$ cat src/rtl/id_exe_stage_reg_if.sv
// rtl/id_exe_stage_reg_if.sv - ID/EXE pipeline payload bundle with decode-side and stage-side views
interface id_exe_stage_reg_if;
   logic        ID_WB_EN;
   logic        ID_MEM_R_EN;
   logic        ID_MEM_W_EN;
   logic        ID_B;
   logic        ID_S;
   logic [3:0]  ID_EXE_CMD;
   logic [31:0] ID_PC;
   logic [31:0] ID_Val_Rn;
   logic [31:0] ID_Val_Rm;
   logic        ID_imm;
   logic [11:0] ID_Shift_operand;
   logic [23:0] ID_Signed_imm_24;
   logic [3:0]  ID_Dest;
   logic [3:0]  ID_src1;
   logic [3:0]  ID_src2;
   logic [3:0]  ID_SR;

   logic        EXE_WB_EN;
   logic        EXE_MEM_R_EN;
   logic        EXE_MEM_W_EN;
   logic        EXE_B;
   logic        EXE_S;
   logic [3:0]  EXE_CMD;
   logic [31:0] EXE_PC;
   logic [31:0] EXE_Val_Rn;
   logic [31:0] EXE_Val_Rm;
   logic        EXE_imm;
   logic [11:0] EXE_Shift_operand;
   logic [23:0] EXE_Signed_imm_24;
   logic [3:0]  EXE_Dest;
   logic [3:0]  EXE_src1;
   logic [3:0]  EXE_src2;
   logic [3:0]  EXE_SR;
   logic        EXE_valid;

   modport master (
      output ID_WB_EN, ID_MEM_R_EN, ID_MEM_W_EN, ID_B, ID_S, ID_EXE_CMD,
             ID_PC, ID_Val_Rn, ID_Val_Rm, ID_imm, ID_Shift_operand,
             ID_Signed_imm_24, ID_Dest, ID_src1, ID_src2, ID_SR,
      input  EXE_WB_EN, EXE_MEM_R_EN, EXE_MEM_W_EN, EXE_B, EXE_S, EXE_CMD,
             EXE_PC, EXE_Val_Rn, EXE_Val_Rm, EXE_imm, EXE_Shift_operand,
             EXE_Signed_imm_24, EXE_Dest, EXE_src1, EXE_src2, EXE_SR, EXE_valid
   );

   modport slave (
      input  ID_WB_EN, ID_MEM_R_EN, ID_MEM_W_EN, ID_B, ID_S, ID_EXE_CMD,
             ID_PC, ID_Val_Rn, ID_Val_Rm, ID_imm, ID_Shift_operand,
             ID_Signed_imm_24, ID_Dest, ID_src1, ID_src2, ID_SR,
      output EXE_WB_EN, EXE_MEM_R_EN, EXE_MEM_W_EN, EXE_B, EXE_S, EXE_CMD,
             EXE_PC, EXE_Val_Rn, EXE_Val_Rm, EXE_imm, EXE_Shift_operand,
             EXE_Signed_imm_24, EXE_Dest, EXE_src1, EXE_src2, EXE_SR, EXE_valid
   );
endinterface

$ cat src/rtl/id_exe_stage_reg.sv
// rtl/id_exe_stage_reg.sv - ID/EXE pipeline register with freeze, bubble insertion and saturating statistics
module id_exe_stage_reg #(
   parameter int CNT_W = 16
) (
   input  logic             clk,
   input  logic             rst,
   input  logic             freeze,
   input  logic             flush,
   input  logic             hazard_detected,
   id_exe_stage_reg_if.slave pipe,
   output logic [CNT_W-1:0] bubble_count,
   output logic [CNT_W-1:0] flush_count
);
   localparam int PAY_W = 158;

   logic [PAY_W-1:0] id_pay;
   logic [PAY_W-1:0] exe_q;
   logic             valid_q;

   assign id_pay = {pipe.ID_WB_EN, pipe.ID_MEM_R_EN, pipe.ID_MEM_W_EN, pipe.ID_B, pipe.ID_S,
                    pipe.ID_EXE_CMD, pipe.ID_PC, pipe.ID_Val_Rn, pipe.ID_Val_Rm, pipe.ID_imm,
                    pipe.ID_Shift_operand, pipe.ID_Signed_imm_24, pipe.ID_Dest, pipe.ID_src1,
                    pipe.ID_src2, pipe.ID_SR};

   // Every EXE output comes straight from exe_q/valid_q, so nothing on ID reaches EXE combinationally.
   assign {pipe.EXE_WB_EN, pipe.EXE_MEM_R_EN, pipe.EXE_MEM_W_EN, pipe.EXE_B, pipe.EXE_S,
           pipe.EXE_CMD, pipe.EXE_PC, pipe.EXE_Val_Rn, pipe.EXE_Val_Rm, pipe.EXE_imm,
           pipe.EXE_Shift_operand, pipe.EXE_Signed_imm_24, pipe.EXE_Dest, pipe.EXE_src1,
           pipe.EXE_src2, pipe.EXE_SR} = exe_q;
   assign pipe.EXE_valid = valid_q;

   always_ff @(posedge clk) begin
      if (!rst) begin
         exe_q        <= '0;
         valid_q      <= 1'b0;
         bubble_count <= '0;
         flush_count  <= '0;
      end else if (!freeze) begin
         if (flush || hazard_detected) begin
            exe_q   <= '0;
            valid_q <= 1'b0;
            // A flush squashes the hazard too, so only the flush is counted.
            if (flush) begin
               if (flush_count != '1) flush_count <= flush_count + CNT_W'(1);
            end else if (bubble_count != '1) begin
               bubble_count <= bubble_count + CNT_W'(1);
            end
         end else begin
            exe_q   <= id_pay;
            valid_q <= 1'b1;
         end
      end
   end
endmodule

$ cat src/flat_wrapper.sv
// flat-port wrapper written by rule: the top's interface ports become plain ports
module id_exe_stage_reg_flat 
#(
   parameter int CNT_W = 16
)
  (clk, rst, freeze, flush, hazard_detected, bubble_count, flush_count, pipe_ID_WB_EN, pipe_ID_MEM_R_EN, pipe_ID_MEM_W_EN, pipe_ID_B, pipe_ID_S, pipe_ID_EXE_CMD, pipe_ID_PC, pipe_ID_Val_Rn, pipe_ID_Val_Rm, pipe_ID_imm, pipe_ID_Shift_operand, pipe_ID_Signed_imm_24, pipe_ID_Dest, pipe_ID_src1, pipe_ID_src2, pipe_ID_SR, pipe_EXE_WB_EN, pipe_EXE_MEM_R_EN, pipe_EXE_MEM_W_EN, pipe_EXE_B, pipe_EXE_S, pipe_EXE_CMD, pipe_EXE_PC, pipe_EXE_Val_Rn, pipe_EXE_Val_Rm, pipe_EXE_imm, pipe_EXE_Shift_operand, pipe_EXE_Signed_imm_24, pipe_EXE_Dest, pipe_EXE_src1, pipe_EXE_src2, pipe_EXE_SR, pipe_EXE_valid);
  id_exe_stage_reg_if pipe_i ();
  input  logic clk;
  input  logic rst;
  input  logic freeze;
  input  logic flush;
  input  logic hazard_detected;
  output logic [CNT_W-1:0] bubble_count;
  output logic [CNT_W-1:0] flush_count;
  input wire logic [$bits(pipe_i.ID_WB_EN)-1:0] pipe_ID_WB_EN;
  input wire logic [$bits(pipe_i.ID_MEM_R_EN)-1:0] pipe_ID_MEM_R_EN;
  input wire logic [$bits(pipe_i.ID_MEM_W_EN)-1:0] pipe_ID_MEM_W_EN;
  input wire logic [$bits(pipe_i.ID_B)-1:0] pipe_ID_B;
  input wire logic [$bits(pipe_i.ID_S)-1:0] pipe_ID_S;
  input wire logic [$bits(pipe_i.ID_EXE_CMD)-1:0] pipe_ID_EXE_CMD;
  input wire logic [$bits(pipe_i.ID_PC)-1:0] pipe_ID_PC;
  input wire logic [$bits(pipe_i.ID_Val_Rn)-1:0] pipe_ID_Val_Rn;
  input wire logic [$bits(pipe_i.ID_Val_Rm)-1:0] pipe_ID_Val_Rm;
  input wire logic [$bits(pipe_i.ID_imm)-1:0] pipe_ID_imm;
  input wire logic [$bits(pipe_i.ID_Shift_operand)-1:0] pipe_ID_Shift_operand;
  input wire logic [$bits(pipe_i.ID_Signed_imm_24)-1:0] pipe_ID_Signed_imm_24;
  input wire logic [$bits(pipe_i.ID_Dest)-1:0] pipe_ID_Dest;
  input wire logic [$bits(pipe_i.ID_src1)-1:0] pipe_ID_src1;
  input wire logic [$bits(pipe_i.ID_src2)-1:0] pipe_ID_src2;
  input wire logic [$bits(pipe_i.ID_SR)-1:0] pipe_ID_SR;
  output wire logic [$bits(pipe_i.EXE_WB_EN)-1:0] pipe_EXE_WB_EN;
  output wire logic [$bits(pipe_i.EXE_MEM_R_EN)-1:0] pipe_EXE_MEM_R_EN;
  output wire logic [$bits(pipe_i.EXE_MEM_W_EN)-1:0] pipe_EXE_MEM_W_EN;
  output wire logic [$bits(pipe_i.EXE_B)-1:0] pipe_EXE_B;
  output wire logic [$bits(pipe_i.EXE_S)-1:0] pipe_EXE_S;
  output wire logic [$bits(pipe_i.EXE_CMD)-1:0] pipe_EXE_CMD;
  output wire logic [$bits(pipe_i.EXE_PC)-1:0] pipe_EXE_PC;
  output wire logic [$bits(pipe_i.EXE_Val_Rn)-1:0] pipe_EXE_Val_Rn;
  output wire logic [$bits(pipe_i.EXE_Val_Rm)-1:0] pipe_EXE_Val_Rm;
  output wire logic [$bits(pipe_i.EXE_imm)-1:0] pipe_EXE_imm;
  output wire logic [$bits(pipe_i.EXE_Shift_operand)-1:0] pipe_EXE_Shift_operand;
  output wire logic [$bits(pipe_i.EXE_Signed_imm_24)-1:0] pipe_EXE_Signed_imm_24;
  output wire logic [$bits(pipe_i.EXE_Dest)-1:0] pipe_EXE_Dest;
  output wire logic [$bits(pipe_i.EXE_src1)-1:0] pipe_EXE_src1;
  output wire logic [$bits(pipe_i.EXE_src2)-1:0] pipe_EXE_src2;
  output wire logic [$bits(pipe_i.EXE_SR)-1:0] pipe_EXE_SR;
  output wire logic [$bits(pipe_i.EXE_valid)-1:0] pipe_EXE_valid;
  assign pipe_i.ID_WB_EN = pipe_ID_WB_EN;
  assign pipe_i.ID_MEM_R_EN = pipe_ID_MEM_R_EN;
  assign pipe_i.ID_MEM_W_EN = pipe_ID_MEM_W_EN;
  assign pipe_i.ID_B = pipe_ID_B;
  assign pipe_i.ID_S = pipe_ID_S;
  assign pipe_i.ID_EXE_CMD = pipe_ID_EXE_CMD;
  assign pipe_i.ID_PC = pipe_ID_PC;
  assign pipe_i.ID_Val_Rn = pipe_ID_Val_Rn;
  assign pipe_i.ID_Val_Rm = pipe_ID_Val_Rm;
  assign pipe_i.ID_imm = pipe_ID_imm;
  assign pipe_i.ID_Shift_operand = pipe_ID_Shift_operand;
  assign pipe_i.ID_Signed_imm_24 = pipe_ID_Signed_imm_24;
  assign pipe_i.ID_Dest = pipe_ID_Dest;
  assign pipe_i.ID_src1 = pipe_ID_src1;
  assign pipe_i.ID_src2 = pipe_ID_src2;
  assign pipe_i.ID_SR = pipe_ID_SR;
  assign pipe_EXE_WB_EN = pipe_i.EXE_WB_EN;
  assign pipe_EXE_MEM_R_EN = pipe_i.EXE_MEM_R_EN;
  assign pipe_EXE_MEM_W_EN = pipe_i.EXE_MEM_W_EN;
  assign pipe_EXE_B = pipe_i.EXE_B;
  assign pipe_EXE_S = pipe_i.EXE_S;
  assign pipe_EXE_CMD = pipe_i.EXE_CMD;
  assign pipe_EXE_PC = pipe_i.EXE_PC;
  assign pipe_EXE_Val_Rn = pipe_i.EXE_Val_Rn;
  assign pipe_EXE_Val_Rm = pipe_i.EXE_Val_Rm;
  assign pipe_EXE_imm = pipe_i.EXE_imm;
  assign pipe_EXE_Shift_operand = pipe_i.EXE_Shift_operand;
  assign pipe_EXE_Signed_imm_24 = pipe_i.EXE_Signed_imm_24;
  assign pipe_EXE_Dest = pipe_i.EXE_Dest;
  assign pipe_EXE_src1 = pipe_i.EXE_src1;
  assign pipe_EXE_src2 = pipe_i.EXE_src2;
  assign pipe_EXE_SR = pipe_i.EXE_SR;
  assign pipe_EXE_valid = pipe_i.EXE_valid;
  id_exe_stage_reg #(.CNT_W(CNT_W)) u_core (.clk(clk), .rst(rst), .freeze(freeze), .flush(flush), .hazard_detected(hazard_detected), .pipe(pipe_i), .bubble_count(bubble_count), .flush_count(flush_count));
endmodule
$ cat config.mk
export PLATFORM = sky130hd
export DESIGN_NAME = id_exe_stage_reg_flat
export DESIGN_NICKNAME = d
export VERILOG_FILES = /design/src/rtl/id_exe_stage_reg_if.sv /design/src/rtl/id_exe_stage_reg.sv /design/src/flat_wrapper.sv
export SDC_FILE = /design/constraint.sdc
export NUM_CORES = 1
export LEC_CHECK = 0
export ABC_AREA = 1
export BUFFER_PORTS_ARGS = -buffer_cell sky130_fd_sc_hd__buf_2
export CORE_MARGIN = 10
export CORE_UTILIZATION = 43
export CTS_BUF_LIST = sky130_fd_sc_hd__clkbuf_8
export DETAILED_ROUTE_END_ITERATION = 8
export PLACE_DENSITY = 0.75
export SKIP_CTS_REPAIR_TIMING = 1
export SYNTH_ARGS = -nofsm -noshare
export SYNTH_HDL_FRONTEND = slang
export SYNTH_SLANG_ARGS = --single-unit
export TNS_END_PERCENT = 50
$ cat constraint.sdc
create_clock -name clk -period 2.03 [get_ports clk]
set_clock_uncertainty 0.1 [all_clocks]
set_input_delay 0.203 -clock clk [delete_from_list [all_inputs] [get_ports clk]]
set_output_delay 0.203 -clock clk [all_outputs]
set_load 0.1 [all_outputs]
==> run metrics, run 1 <==
status finished clean; die area 23400 sq um; fraction of registers with async set/reset 0; Final nets 1659; CTS max path bufs 2; PwrDens 707 nW/um^2; commonest cells after routing, fill and taps aside buf_2 (352), nand2_1 (260), nand3_1 (178); final worst slack between 0.3 and 0.4 ns; Required @ worst endpoint 1.73 ns; maximum vdd drop 0.000475 V; CTS tree yes; startpoint types register; Die H 153 microns; Reg2Reg Depth 9; vias in the first global route 7454; fmax approximately 0.58 GHz; Final Cycle Share 0.848; initial DRC count 701; # IOs 354; Syn Nets 1189; total power 8.18 mW; RePlAce Congestion 0.860; cell family with most CP delay buffers and inverters; first-pass GRT wire length approximately 41000 microns; Leak roughly 5.1 nW; Hold Vio Cnt, Final 0; Clock Root Buffer clkbuf_8; die width 153 microns; placement row count 48; r2r startpoint u_core.flush_count[0]; total CTS buffers 17; crit path max fanout 6; Setup-failing EPs final 0; CP Depth 1; clock sink count 191; R2R Setup Slk roughly 0.32 ns; initial antenna violation count 5; initial core utilization 0.440; Worst Setup SP u_core.bubble_count[6]; pins over their slew limit 0; I/O Buffers 353; Distinct cells, synth 27; Layout area overhead 52.2%; Worst setup endpoint bubble_count[6]; via total after detailed routing 9058; Yosys reg bits 191; share of post-route cells with drive strength above 1 0.289; Via density 5.22; sequential fraction of the synthesis area 0.503; post-layout util 0.669; Critical path buffers and inverters 1; Tmin final 1.72 ns; Worst Hold Class input pin to register; Final ANT Viol Nets 0; fin area 11600 sq um; final wirelength 31000 microns; most common cell after layout, fill and taps aside buf_2; Critical-path top delay cell buf_2; global-route usage over all layers 0.212; RSZ-0062 raised after global routing no; Max transition margin 0.543; H-tree depth 4; Worst EP arrival 1.42 ns; Max Cap Viol 0; syn_area_per_cell 7.43 sq um; post-synthesis cell area 7600 sq um; Mapped Cells 1024; Syn. warnings 0; Core Area 17300 sq um; max incr delay on CP 0.49 ns; gr ovfl total 0; First-pass DRT Iterations 6; critical path, cell by cell buf_2; Main synth FF type dfxtp_1; CP Capture Type output pin; pin count of the biggest net entering global routing 160; DRC viols 0; dpl ws approximately 0.36 ns; worst-margin pin slew 0.686 ns; reg-to-reg endpoint u_core.flush_count[13]; Post-DP HPWL approximately 19000 microns; clock transition at the registers of the reported paths around 0.10 ns; Skew-Pair Late Insertion Delay 0.46 ns; Post-synth EDFFs 0; crit path kind register to output pin; placed cell areas 9560 sq um; average wire per standard cell 17.9 microns
## sequential cells by signal, summed over array words and instances (netlist names)
name / cells
u_core.exe_q: 158
u_core.bubble_count: 16
u_core.flush_count: 16
u_core.pipe.EXE_valid: 1
## report_power, final
part           leakage [nW]  switching, mW  internal, mW
logic                  3.34           1.10         0.485
clock network         0.210           1.43          1.28
registers              1.56         0.0516          3.83
## per-stage QoR
| step | cells | hold slack, ns | TNS, ns |
|---|---|---|---|
| 2_1_floorplan | 1024 | 0.237 | -0.00422 |
| 3_3_place_gp | 1542 | 0.344 | 0 |
| 3_5_place_dp | 1542 | 0.352 | 0 |
| 4_1_cts | 1573 | -0.144 | 0 |
| 5_1_grt | 1736 | 0.0312 | 0 |
| 6_report | 1736 | 0.0492 | 0 |
## per-layer routing
metal,vias to the layer above,part of all wire,track usage
met5,-,0,0
met4,0,0.042,0.0808
met3,91,0.098,0.0819
met2,502,0.49,0.351
met1,4149,0.37,0.243
li1,4316,-,-
## cells in the mapped netlist (2+ instances only)
| library cell | count | area share |
|---|---|---|
| dfxtp_1 | 191 | 0.50 |
| a21oi_1 | 174 | 0.11 |
| nand3_1 | 178 | 0.12 |
| buf_2 | 33 | 0.022 |
| xor2_1 | 8 | 0.0092 |
| nand4_1 | 5 | 0.0041 |
| nand2_2 | 6 | 0.0049 |
| nor2_4 | 2 | 0.0030 |
| inv_2 | 2 | 0.00099 |
| clkbuf_1 | 37 | 0.018 |
| ha_1 | 2 | 0.0033 |
| o21ai_0 | 6 | 0.0039 |
| nand2_1 | 260 | 0.13 |
| nor3_1 | 3 | 0.0020 |
| nor2_2 | 8 | 0.0066 |
| nor2_1 | 65 | 0.032 |
| inv_1 | 34 | 0.017 |
## area by class of cell
class                      instances  area (sq um)
clock inverter                    13           176
fill                            1330          5720
clock buffer                      18           248
timing repair buffer             524          3550
sequential                       191          3840
antenna                            5          12.5
inverter                          37           146
tap                              225           282
multi-input combinational        723          3320
## logic make-up (layout without fill, tap and decap cells)
logic type                 Yosys count  in the layout  share of synthesized area
DFF                                191            191                      0.503
buffers and inverters              110            592                     0.0619
adders and majority gates            2              2                    0.00329
AOI/OAI and AO/OA                  182            182                      0.120
and+or+nand+nor                    530            530                      0.301
other                                0              5                          0
xor gates and xnor gates             9              9                     0.0104
## worst min path at each step
stage                                         to              start  cells after the start
final                          u_core.exe_q[154]                rst                      3
after global routing           u_core.exe_q[155]                rst                      3
after CTS                      u_core.exe_q[145]     pipe_ID_PC[28]                      3
after detailed placement       u_core.exe_q[133]  u_core.exe_q[133]                      2
after global placement         u_core.exe_q[130]  u_core.exe_q[130]                      2
after floorplan           u_core.bubble_count[9]                rst                      2
(Power assumes the default switching activity.)
==> run 2, diff against run 1 <==
clock period = 1.6 ns   (was 2.03 ns; I/O delays follow)
==> run 2 against run 1 <==
Against the previous run:
- flip-flop and latch count unchanged
- setup slack got worse by 0.27 ns
- sequential share of layout area increased by 0.23 points
- register-to-register slack got worse by 0.27 ns
- core utilization increased by 1.0 points
- hold slack improved by 0.035 ns
- first-iteration DRC count decreased by 3.0%
- final cell count increased by 0.52%
- critical path type unchanged
- highest routed layer unchanged
==> run metrics, run 2 (synthesis results as in run 1) <==
Clock Root Buffer clkbuf_8; share of post-route cells with drive strength above 1 0.309; Via density 5.23; die area 23400 sq um; reg-to-reg endpoint u_core.flush_count[12]; Hold Vio Cnt, Final 0; Final Cycle Share 0.974; average wire per standard cell 17.6 microns; worst-margin pin slew 0.611 ns; H-tree depth 4; Layout area overhead 54.5%; status finished clean; Tmin final 1.56 ns; Critical path buffers and inverters 1; R2R Setup Slk 0.05 ns; placement row count 48; Required @ worst endpoint 1.34 ns; initial core utilization 0.440; first-pass GRT wire length roughly 41000 microns; clock transition at the registers of the reported paths 0.10 ns; commonest cells after routing, fill and taps aside buf_2 (340), nand2_1 (258), nand3_1 (178); Worst setup endpoint pipe_EXE_Shift_operand[1]; final wirelength between 30000 and 40000 microns; post-layout util 0.679; Skew-Pair Late Insertion Delay 0.46 ns; clock sink count 191; max incr delay on CP 0.48 ns; total CTS buffers 17; PwrDens 862 nW/um^2; Worst Setup SP u_core.exe_q[41]; I/O Buffers around 350; dpl ws about 0.027 ns; CP Depth 1; Regs by FF count u_core.exe_q x158, u_core.bubble_count x16, u_core.flush_count x16; CTS max path bufs 2; Setup-failing EPs final 0; via total after detailed routing 9131; Reg2Reg Depth 9; Final ANT Viol Nets 0; Worst Hold Class input pin to register; RSZ-0062 raised after global routing yes; most common cell after layout, fill and taps aside buf_2; cell family with most CP delay buffers and inverters; Core Area approximately 17000 sq um; Critical-path top delay cell buf_2; die width 153 microns; r2r startpoint u_core.flush_count[1]; Worst EP arrival 1.30 ns; global-route usage over all layers 0.211; startpoint types register; fmax 0.642 GHz; DRC viols 0; pins over their slew limit 0; Leak ~5 nW; First-pass DRT Iterations 5; gr ovfl total 0; CTS tree yes; Post-DP HPWL 18900 microns; pin count of the biggest net entering global routing around 130; critical path, cell by cell buf_2; RePlAce Congestion ~0.89; max reg flops ~160; # IOs 354; Max transition margin 0.593; maximum vdd drop between 0.0005 and 0.0006 V; Final nets 1666; Die H 153 microns; crit path max fanout 2; vias in the first global route between 7000 and 8000; crit path kind register to output pin; final worst slack 0.0422 ns; CP Capture Type output pin; initial antenna violation count 7; initial DRC count 680; Max Cap Viol 0; largest register by flop count u_core.exe_q
==> run 2: changes by cell type in the layout (fill, tap and decap cells not counted), moves of 4 or more <==
cell / delta
dfxtp_2: -12
buf_2: -12
nor2_1: -4
dfxtp_4: +27
dfxtp_1: -15
clkbuf_4: +11
nor2_2: +4
inv_4: +4
buf_4: +7
==> run 2: tightest hold or removal path, delay by kind of cell <==
kind	cells	cell delay, ns
simple gates	2	0.17
compound gates	1	0.05
buf+inv	2	0.22
==> run 2: how the worst min path moves through the flow <==
stage,to,from,cells after the start
2_1_floorplan,u_core.bubble_count[6],rst,2
3_3_place_gp,u_core.exe_q[131],pipe_ID_PC[14],3
3_5_place_dp,u_core.exe_q[95],pipe_ID_Val_Rn[10],3
4_1_cts,u_core.exe_q[62],pipe_ID_Val_Rm[9],3
5_1_grt,u_core.bubble_count[6],hazard_detected,5
6_report,u_core.bubble_count[6],hazard_detected,5
==> run 2: layout make-up <==
cell class	count	area, sq um
antenna	7	17.5
clock buffer	17	234
clock inverter	14	154
fill	1356	5550
inverter	37	146
multi-input combinational	725	3390
sequential	191	3930
tap	225	282
timing repair buffer	529	3590
==> run 2: stage by stage <==
step / std cells / total power, mW / TNS, ns / hold WS, ns / area (sq um)
detailed placement: 1543 / 6.66 / 0 / 0.334 / 9670
floorplan: 1024 / 6.20 / -0.693 / 0.188 / 7760
global placement: 1543 / 6.65 / 0 / 0.328 / 9670
CTS: 1574 / 9.88 / -0.130 / -0.200 / 10100
global route: 1745 / 10.5 / -0.333 / 0.0693 / 11800
finish: 1745 / 10.1 / 0 / 0.0845 / 11800
==> run 2: power breakdown <==
part           switching, mW  total (mW)  internal [mW]
Clock                   1.81        3.22           1.42
Combinational           1.40        2.02          0.621
Sequential            0.0672        4.89           4.82
==> run 2: layer usage <==
| metal | GRT usage | share of wire | vias up |
|---|---|---|---|
| met4 | 0.0777 | 0.041 | 0 |
| met2 | 0.357 | 0.50 | 471 |
| met3 | 0.0786 | 0.087 | 88 |
| li1 | - | - | 4338 |
| met5 | 0 | 0 | - |
| met1 | 0.238 | 0.37 | 4234 |
